## config.mk

```make
export PLATFORM = sky130hd
export DESIGN_NAME = expander_req_arbiter
export DESIGN_NICKNAME = d
export VERILOG_FILES = /design/src/rtl/expander_req_arbiter.sv
export SDC_FILE = /design/constraint.sdc
export NUM_CORES = 1
export LEC_CHECK = 0
export CAP_MARGIN = 10
export CORE_MARGIN = 4
export CORE_UTILIZATION = 50
export CTS_BUF_LIST = sky130_fd_sc_hd__clkbuf_4 sky130_fd_sc_hd__clkbuf_8 sky130_fd_sc_hd__clkbuf_16
export CTS_CLUSTER_DIAMETER = 30
export DETAILED_ROUTE_END_ITERATION = 8
export MAX_ROUTING_LAYER = met4
export PLACE_DENSITY = 0.75
export SYNTH_ARGS = -nofsm -noshare
export SYNTH_HDL_FRONTEND = slang
export SYNTH_SLANG_ARGS = --single-unit
```

## constraint.sdc

```tcl
create_clock -name clk_50 -period 2.35 [get_ports clk_50]
set_input_delay 0.3525 -clock clk_50 [delete_from_list [all_inputs] [get_ports clk_50]]
set_output_delay 0.3525 -clock clk_50 [all_outputs]
set_load 0.01 [all_outputs]
```

## src/rtl/expander_req_arbiter.sv

```systemverilog
// -----------------------------------------------------------------------------
// expander_req_arbiter
//   Round-robin arbiter sharing one i2c_expander_sfp control conduit among
//   N_REQ requesters. Each grant issues exactly one device strobe (write O-reg,
//   read I-reg or read O-reg), follows the device ready handshake to completion
//   (ready falls, then rises), and then holds off the next grant for a relax
//   gap of RELAX_TIME cycles.
//
// Parameters
//   N_REQ       number of requesters (2..8)
//   RELAX_TIME  idle cycles after every completed/aborted transaction
//   TIMEOUT     cycles allowed from strobe to completion (timeout build only)
//
// Ports
//   clk_50            in   system clock
//   rst_n             in   asynchronous active-low reset
//   req[N_REQ]        in   level request per requester
//   op[2*N_REQ]       in   op[2i+1:2i]: 00 none, 01 write_o, 10 read_i, 11 read_o
//   gnt[N_REQ]        out  one-cycle one-hot pulse, request accepted
//   done[N_REQ]       out  one-cycle pulse, granted transaction completed
//   err[N_REQ]        out  one-cycle pulse, granted transaction timed out
//   busy              out  high from grant until end of relax gap
//   need_write_reg_o  out  device strobe
//   need_read_reg_i   out  device strobe
//   need_read_reg_o   out  device strobe
//   dev_ready         in   device ready level
//
// Build option
//   EXP_ARB_TIMEOUT_EN : adds the transaction timeout (err pulses). When not
//                        defined the handshake waits forever and err is 0.
// -----------------------------------------------------------------------------
module expander_req_arbiter #(
    parameter int N_REQ      = 4,
    parameter int RELAX_TIME = 1500,
    parameter int TIMEOUT    = 100000
) (
    input  logic               clk_50,
    input  logic               rst_n,
    input  logic [N_REQ-1:0]   req,
    input  logic [2*N_REQ-1:0] op,
    output logic [N_REQ-1:0]   gnt,
    output logic [N_REQ-1:0]   done,
    output logic [N_REQ-1:0]   err,
    output logic               busy,
    output logic               need_write_reg_o,
    output logic               need_read_reg_i,
    output logic               need_read_reg_o,
    input  logic               dev_ready
);

    localparam int IW = (N_REQ > 1) ? $clog2(N_REQ) : 1;
    localparam int RW = $clog2(RELAX_TIME + 1);

    if (N_REQ < 2 || N_REQ > 8 || RELAX_TIME < 1 || TIMEOUT < 1) begin : g_param_check
        $error("expander_req_arbiter: parameter out of range");
    end

    typedef enum logic [2:0] {
        S_IDLE,
        S_ISSUE,
        S_WAIT_DROP,
        S_WAIT_DONE,
        S_RELAX
    } state_t;

    state_t           state_q, state_d;
    logic [IW-1:0]    idx_q, idx_d;
    logic [IW-1:0]    ptr_q, ptr_d;
    logic [1:0]       op_q, op_d;
    logic [RW-1:0]    relax_q, relax_d;
    logic             dev_ready_q;
    logic [N_REQ-1:0] gnt_q, gnt_d;
    logic [N_REQ-1:0] done_q, done_d;
    logic             busy_q, busy_d;
    logic             wr_q, wr_d;
    logic             ri_q, ri_d;
    logic             ro_q, ro_d;

    logic [N_REQ-1:0] elig;
    logic             sel_found;
    logic [IW-1:0]    sel_idx;
    logic             dev_rise;

`ifdef EXP_ARB_TIMEOUT_EN
    localparam int TW = $clog2(TIMEOUT + 1);
    logic [TW-1:0]    wait_q, wait_d;
    logic [N_REQ-1:0] err_q, err_d;
    logic             timeout_hit;

    assign timeout_hit = (wait_q == TW'(TIMEOUT - 1));
`endif

    // A request with op 00 carries no work and is never eligible.
    for (genvar i = 0; i < N_REQ; i++) begin : g_elig
        assign elig[i] = req[i] & (op[2*i +: 2] != 2'b00);
    end

    assign dev_rise = dev_ready & ~dev_ready_q;

    // Round-robin search starting just after the last winner.
    always_comb begin
        sel_found = 1'b0;
        sel_idx   = '0;
        for (int k = 1; k <= N_REQ; k++) begin
            if (!sel_found && elig[(int'(ptr_q) + k) % N_REQ]) begin
                sel_found = 1'b1;
                sel_idx   = IW'((int'(ptr_q) + k) % N_REQ);
            end
        end
    end

    // Next state and next registered outputs. Outputs are computed from the
    // current state and appear one cycle later, so gnt/strobe show up on the
    // ISSUE -> WAIT_DROP edge.
    always_comb begin
        state_d = state_q;
        idx_d   = idx_q;
        ptr_d   = ptr_q;
        op_d    = op_q;
        relax_d = '0;
        gnt_d   = '0;
        done_d  = '0;
        wr_d    = 1'b0;
        ri_d    = 1'b0;
        ro_d    = 1'b0;
        busy_d  = (state_q != S_IDLE);
`ifdef EXP_ARB_TIMEOUT_EN
        wait_d  = '0;
        err_d   = '0;
`endif
        case (state_q)
            S_IDLE: begin
                if (dev_ready && sel_found) begin
                    idx_d   = sel_idx;
                    ptr_d   = sel_idx;
                    op_d    = op[2*sel_idx +: 2];
                    state_d = S_ISSUE;
                end
            end
            S_ISSUE: begin
                gnt_d[idx_q] = 1'b1;
                wr_d         = (op_q == 2'b01);
                ri_d         = (op_q == 2'b10);
                ro_d         = (op_q == 2'b11);
                state_d      = S_WAIT_DROP;
            end
            S_WAIT_DROP: begin
`ifdef EXP_ARB_TIMEOUT_EN
                wait_d = wait_q + 1'b1;
                if (timeout_hit) begin
                    err_d[idx_q] = 1'b1;
                    state_d      = S_RELAX;
                end else if (!dev_ready) begin
                    state_d = S_WAIT_DONE;
                end
`else
                if (!dev_ready) state_d = S_WAIT_DONE;
`endif
            end
            S_WAIT_DONE: begin
`ifdef EXP_ARB_TIMEOUT_EN
                wait_d = wait_q + 1'b1;
`endif
                // Completion takes priority over a coincident timeout.
                if (dev_rise) begin
                    done_d[idx_q] = 1'b1;
                    state_d       = S_RELAX;
                end
`ifdef EXP_ARB_TIMEOUT_EN
                else if (timeout_hit) begin
                    err_d[idx_q] = 1'b1;
                    state_d      = S_RELAX;
                end
`endif
            end
            S_RELAX: begin
                if (relax_q == RW'(RELAX_TIME - 1)) state_d = S_IDLE;
                else                                relax_d = relax_q + 1'b1;
            end
            default: state_d = S_IDLE;
        endcase
    end

    always_ff @(posedge clk_50 or negedge rst_n) begin
        if (!rst_n) begin
            state_q     <= S_IDLE;
            idx_q       <= '0;
            ptr_q       <= IW'(N_REQ - 1);
            op_q        <= 2'b00;
            relax_q     <= '0;
            dev_ready_q <= 1'b0;
            gnt_q       <= '0;
            done_q      <= '0;
            busy_q      <= 1'b0;
            wr_q        <= 1'b0;
            ri_q        <= 1'b0;
            ro_q        <= 1'b0;
`ifdef EXP_ARB_TIMEOUT_EN
            wait_q      <= '0;
            err_q       <= '0;
`endif
        end else begin
            state_q     <= state_d;
            idx_q       <= idx_d;
            ptr_q       <= ptr_d;
            op_q        <= op_d;
            relax_q     <= relax_d;
            dev_ready_q <= dev_ready;
            gnt_q       <= gnt_d;
            done_q      <= done_d;
            busy_q      <= busy_d;
            wr_q        <= wr_d;
            ri_q        <= ri_d;
            ro_q        <= ro_d;
`ifdef EXP_ARB_TIMEOUT_EN
            wait_q      <= wait_d;
            err_q       <= err_d;
`endif
        end
    end

    assign gnt              = gnt_q;
    assign done             = done_q;
    assign busy             = busy_q;
    assign need_write_reg_o = wr_q;
    assign need_read_reg_i  = ri_q;
    assign need_read_reg_o  = ro_q;
`ifdef EXP_ARB_TIMEOUT_EN
    assign err              = err_q;
`else
    assign err              = '0;
`endif

endmodule

```

==> results.md, run 1 <==
- Outcome: completed
- Post-route ant nets: 0
- RSZ-0062 raised after global routing: false
- Die outline width: 63.3 microns
- Area leader, netlist: dfrtp_1
- IR drop worst, VDD: 0.000423 V
- Clock sink count: 33
- Synth unique cells: 38
- Hold Fails Final Rpt: 0
- Vias in the first global route: 1111
- Clock Skews: 6.67 ps
- Reg2reg start: ptr_q[1]
- Critical Path Source Type: primary input
- Synthesis-to-finish area growth: 22.5%
- Max Freq: 521 MHz
- GRT Total Usage: 16.3%
- Sequential share of the synthesized area: 54.3%
- Slew Viols, Final: 0
- Via density: 5.56
- CTS tree: built
- Crit Path Max Fanout: 4
- Reg2Reg Depth: 5
- Nets: 196
- RR Endpoint: op_q[0]
- Non-Filler Instances: 212
- Fraction of layout cells with a size suffix above 1: 9.39%
- TNS Setup: 0 ps
- Routed via count: 1179
- Clk buf depth: 2
- WL/cell: 13.7 microns
- Critical Path End: op_q[0]
- Port Buffers: 26
- Largest cells by area after synthesis: dfrtp_1 (51%), nor2_1 (5.2%), dfstp_2 (3.4%), nand2_1 (3.2%), xor2_1 (2.9%)
- Total gr overflow: 0
- # setup viols final: 0
- Synthesized cell area: 1530 sq um
- # hold bufs at CTS: 0
- DRC viols: 0
- Power density cells: 797 nW/um^2
- Critical Path RT: 2590 ps
- Total Die Area: 4000 sq um
- R2R setup slack: 450 ps
- Starting Density: 54.0%
- #FFs+latches synth: 33
- Worst slew margin: 66.5%
- Clk_lat worst skew: 340 ps
- First-pass GRT wire length: 4920 microns
- Worst hold path type: in2async
- Crit. Startpoint: op[2]
- Die Ht: 63.3 microns
- YS warnings: 0
- WL final: 2910 microns
- Worst setup EP type: flip-flop
- Largest net degree at the start of global routing: 34
- N_diodes: 0
- Clk slew on worst S/H paths: 100 ps
- Leak pwr: 0.843 nW
- MaxCap Viol Count: 0
- PostCTS Resize Cnt: 0
- CP Class: in2reg
- Placement Rows: 19
- Ports: 31
- Synth Instances: 148
- Fin crit period: 1920 ps
- Fill cells: 242
- Final Cycle Share: 81.6%
- Routability cong.: 0.908
- Yosys top cell area share: 50.8%
- Worst-Margin Slew: 490 ps
- H-Tree Depth: 2
- Hpwl dp: 2210 microns
- Clk root buf: clkbuf_4
- Area of the multi-input gates: 649 sq um
- Starting DRT DRC Count: 66
- Inst Count DP: 204
- Total CTS buffers: 5
- Initial antenna violation count: 0
- Arrival @ worst endpoint: 2150 ps
- Drt pass-1 iters: 4
- Mean area per synthesized cell: 10.3 sq um
- Storage cell area: 828 sq um
- Postcts setup bufs: 0
- CORE AREA: 2830 sq um
## power by group
part | internal [mW] | total [mW] | switching [mW]
clock network | 0.125 | 0.310 | 0.185
registers | 0.680 | 0.769 | 0.0896
logic | 0.211 | 0.410 | 0.200
## registers in the layout, indices dropped and copies added, names as in the netlist, 2 cells and up
register  cells
done          4
gnt           4
idx_q         2
op_q          2
ptr_q         2
relax_q      11
state_q       3
## area by class of cell
class / instances / share of cell area [%]
Inverter: 6 / 1.20
Tap cell: 31 / 2.07
Multi-Input combinational cell: 106 / 34.7
Sequential cell: 33 / 44.3
Timing Repair Buffer: 28 / 14.7
Clock buffer: 6 / 2.41
Clock inverter: 2 / 0.535
## how the worst min path moves through the flow
stage / start / to / slack [ps] / cells past startpoint
finish: rst_n / gnt[2] / 390 / 2
global route: rst_n / gnt[1] / 440 / 2
CTS: rst_n / gnt[1] / 400 / 2
detailed placement: op_q[1] / need_write_reg_o / 460 / 1
global placement: op_q[1] / need_write_reg_o / 460 / 1
floorplan: rst_n / busy / 60 / 0
## placed cells by master, fill, tap and decap left out, types with 3 or more instances in the layout
master	n
a2111oi_0	4
a21oi_1	3
and3_1	4
clkbuf_4	6
clkdlybuf4s50_1	26
conb_1	4
dfrtp_1	31
inv_1	6
nand2_1	13
nand2b_1	4
nand3_1	5
nor2_1	21
nor3_1	4
o21a_1	5
o21ai_0	3
xnor2_1	3
xor2_1	5
## metal layers
| metal | up-vias | track usage, % | wire [microns] |
|---|---|---|---|
| met5 | - | - | 0 |
| met3 | 8 | 2.84 | 169 |
| met1 | 553 | 20.1 | 1310 |
| met2 | 45 | 24.9 | 1350 |
| li1 | 573 | - | - |
| met4 | 0 | 10.5 | 88 |
## kinds of logic after synthesis
group / count (synthesis) / share of synthesized area [%]
flops: 33 / 54.3
xor+xnor: 8 / 4.59
simple gates: 60 / 18.7
other cells: 1 / 0.246
fa+ha+maj: 1 / 0.820
compound gates: 31 / 16.1
mux: 2 / 1.31
buf+inv: 12 / 3.93
## cell usage after synthesis
master,number
a2111oi_0,4
a211o_1,1
a211oi_1,2
a211oi_4,1
a21o_1,2
a21oi_1,3
a221oi_1,1
and2_1,2
and3_1,4
buf_4,4
clkbuf_1,2
conb_1,1
dfrtp_1,31
dfstp_2,2
ha_1,1
inv_1,6
mux2i_1,2
nand2_1,13
nand2b_1,4
nand3_1,5
nand3b_1,1
nand4_1,2
nor2_1,21
nor3_1,4
nor4b_1,1
o211a_1,2
o211ai_1,2
o21a_1,5
o21ai_0,3
o21ai_1,1
o21ai_2,2
o22ai_1,1
o22ai_2,1
or2_1,1
or3_1,1
or3b_2,1
xnor2_1,3
xor2_1,5
## metrics by stage
stage | power [mW] | worst slack (ps) | area [sq um] | util (%) | hold slack, ps
finish | 1.49 | 432 | 1870 | 66.1 | 394
global route | 1.59 | 231 | 1870 | 66.1 | 438
CTS | 1.51 | 439 | 1870 | 66.1 | 401
detailed placement | 1.20 | 87.8 | 1810 | 64.1 | 462
global placement | 1.18 | 191 | 1810 | 64.1 | 459
floorplan | 1.03 | 654 | 1540 | - | 56.9
## critical path: stages
cell and delay, ps:
clkdlybuf4s50_1 450, o21ai_1 270, o22ai_1 210, a2111oi_0 500, a2111oi_0 140, a221oi_1 240
Power figures use the tool's default switching activity.
==> run 2: changes to the inputs <==
--- a/config.mk
+++ b/config.mk
@@ -7,12 +7,12 @@
 export LEC_CHECK = 0
 export CAP_MARGIN = 10
 export CORE_MARGIN = 4
-export CORE_UTILIZATION = 50
+export CORE_UTILIZATION = 45
 export CTS_BUF_LIST = sky130_fd_sc_hd__clkbuf_4 sky130_fd_sc_hd__clkbuf_8 sky130_fd_sc_hd__clkbuf_16
 export CTS_CLUSTER_DIAMETER = 30
 export DETAILED_ROUTE_END_ITERATION = 8
 export MAX_ROUTING_LAYER = met4
-export PLACE_DENSITY = 0.75
+export PLACE_DENSITY = 0.71
 export SYNTH_ARGS = -nofsm -noshare
 export SYNTH_HDL_FRONTEND = slang
 export SYNTH_SLANG_ARGS = --single-unit
==> constraint.sdc (replaced) <==
create_clock -name clk_50 -period 1.7 [get_ports clk_50]
set_input_delay 0.255 -clock clk_50 [delete_from_list [all_inputs] [get_ports clk_50]]
set_output_delay 0.255 -clock clk_50 [all_outputs]
set_load 0.01 [all_outputs]
==> results.md, run 2 (synthesized netlist as in run 1, its figures left out) <==
- Outcome: finished, violations left
- Failing checks: negative setup slack
- Fin worst setup slack: -153 ps (-585 ps)
- Top reg by flops: relax_q
- Total Power: 2.44 mW (+64%)
- Inst Count DP: 235 (+15%)
- Largest stage delay on the critical path: 510 ps (about the same)
- Most common cell after layout, fill and taps aside: dfrtp_1
- Largest register FFs: 11 (unchanged)
- Delay-heaviest family, CP: compound AO/OA/AOI/OAI gates
- Critical Path Source Type: primary input
- Worst setup EP type: flip-flop
- Critical-path cell list: clkdlybuf4s50_1 -> o21ai_2 -> o22ai_4 -> buf_6 -> a211oi_4 -> mux2i_1 -> a221oi_2
- Total gr overflow: 0 (unchanged)
- Die Ht: 66.2 microns (+4.7%)
- Die outline width: 66.2 microns (+4.7%)
- Synthesis-to-finish area growth: 41.4%
- Vias in the first global route: 1392 (+25%)
- Slowest CP cell: clkdlybuf4s50_1
- Fin crit period: 1850 ps
- Commonest cells after routing, fill and taps aside: dfrtp_1 (31), clkdlybuf4s50_1 (26), buf_4 (22), nor2_1 (21), nand2_1 (12)
- Arrival @ worst endpoint: 2100 ps (-50 ps)
- Leak pwr: 0.961 nW (+14%)
- Total Die Area: 4390 sq um (+9.7%)
- First-pass GRT wire length: 5990 microns (+22%)
- # hold bufs at CTS: 0 (unchanged)
- Final Cycle Share: 109%
- Clock Skews: 11.0 ps (+4.32 ps)
- Max Freq: 540 MHz
- H-Tree Depth: 2 (unchanged)
- RSZ-0062 raised after global routing: true
- CTS tree: built
- Fraction of layout cells with a size suffix above 1: 23.4% (+14 points)
- Critical Path RT: 1940 ps (-650 ps)
- Routability cong.: 0.883 (-2.8%)
- Placement Rows: 20 (+1)
- Starting Density: 48.4% (-5.5 points)
- Post-route ant nets: 0 (unchanged)
- CORE AREA: 3150 sq um (+11%)
- Drt pass-1 iters: 4 (unchanged)
- Starting DRT DRC Count: 57 (-14%)
- N_diodes: 0 (unchanged)
- Clk buf depth: 2 (unchanged)
- Ports: 31 (unchanged)
- MaxCap Viol Count: 0 (unchanged)
- WL final: 3530 microns (+21%)
- DRC viols: 0 (unchanged)
- Total CTS buffers: 5 (unchanged)
- Port Buffers: 26 (unchanged)
- WL/cell: 14.4 microns (+5.0%)
- Hold Fails Final Rpt: 0 (unchanged)
- Initial antenna violation count: 0 (unchanged)
- Power density cells: 1130 nW/um^2 (+42%)
- GRT Total Usage: 18.4% (+2.1 points)
- Clk_lat worst skew: 330 ps (about the same)
- IR drop worst, VDD: 0.000539 V (+27%)
- CP Class: in2reg
- Worst hold path type: in2async
- Clk root buf: clkbuf_4
- Clock sink count: 33 (unchanged)
- Clk slew on worst S/H paths: 100 ps (about the same)
- Buf+Inv Stages, Crit Path: 2 (+1)
- Hpwl dp: 2440 microns (+10%)
- Slew Viols, Final: 0 (unchanged)
- Nets: 217 (+11%)
- # setup viols final: 4 (+4)
- Crit Path Max Fanout: 4 (unchanged)
- Via density: 5.18 (-6.9%)
- Routed via count: 1268 (+7.5%)
- Non-Filler Instances: 245 (+16%)
- Fill cells: 261 (+7.9%)
- Largest net degree at the start of global routing: 34 (unchanged)
[run 2: path summary, 6_finish.rpt]
kind | to | startpoint | cells past startpoint | slack (ps)
worst max-delay path | op_q[0] | op[3] | 7 | -150
worst min-delay path | gnt[3] | rst_n | 2 | 310
worst max register to register | op_q[0] | ptr_q[1] | 6 | -150
worst min register to register | relax_q[0] | relax_q[0] | 1 | 500
max in group asynchronous | ptr_q[0] | rst_n | 2 | 1050
min in group clk_50 | relax_q[0] | relax_q[0] | 1 | 500
[run 2: repair_timing]
| item | in CTS | in global routing |
|---|---|---|
| setup buffers | 1 | 2 |
| pin swaps | 7 | 9 |
| gates resized for setup | 14 | 6 |
| setup endpoints to repair | 4 | 7 |
| hold endpoints to repair | 0 | 0 |
[run 2: report_power, final]
group          internal (mW)  switching (mW)
registers              0.939           0.118
logic                  0.440           0.400
clock network          0.299           0.244
[run 2: routing by layer]
| layer | up-vias | routed length (microns) | global-route usage (%) | part of all wire (%) |
|---|---|---|---|---|
| met5 | - | 0 | - | 0 |
| met4 | 0 | 76 | 11.9 | 2.2 |
| met3 | 7 | 132 | 4.59 | 3.7 |
| met2 | 31 | 1910 | 30.5 | 54 |
| met1 | 620 | 1410 | 19.4 | 40 |
| li1 | 610 | - | - | - |
[run 2: through the flow]
step | hold WS (ps) | worst slack [ps] | TNS, ps | area [sq um] | util, %
6_report | 315 | -153 | -371 | 2160 | 68.5
3_5_place_dp | 476 | -539 | -2000 | 1970 | 62.3
4_1_cts | 316 | -100 | -346 | 2120 | 67.3
2_1_floorplan | -40.6 | 4.22 | 0 | 1540 | -
5_1_grt | 333 | -250 | -677 | 2160 | 68.5
3_3_place_gp | 461 | -402 | -1480 | 1970 | 62.3
[run 2: area by class of cell]
type                    count  area, sq um  area share, %
well taps                  44         55.1           2.55
multi-input cells         106          743           34.4
repair buffers             49          437           20.2
clock buffers               5         37.5           1.74
inverters                   6         22.5           1.04
clock inverters             2         35.0           1.62
flip-flops and latches     33          828           38.4
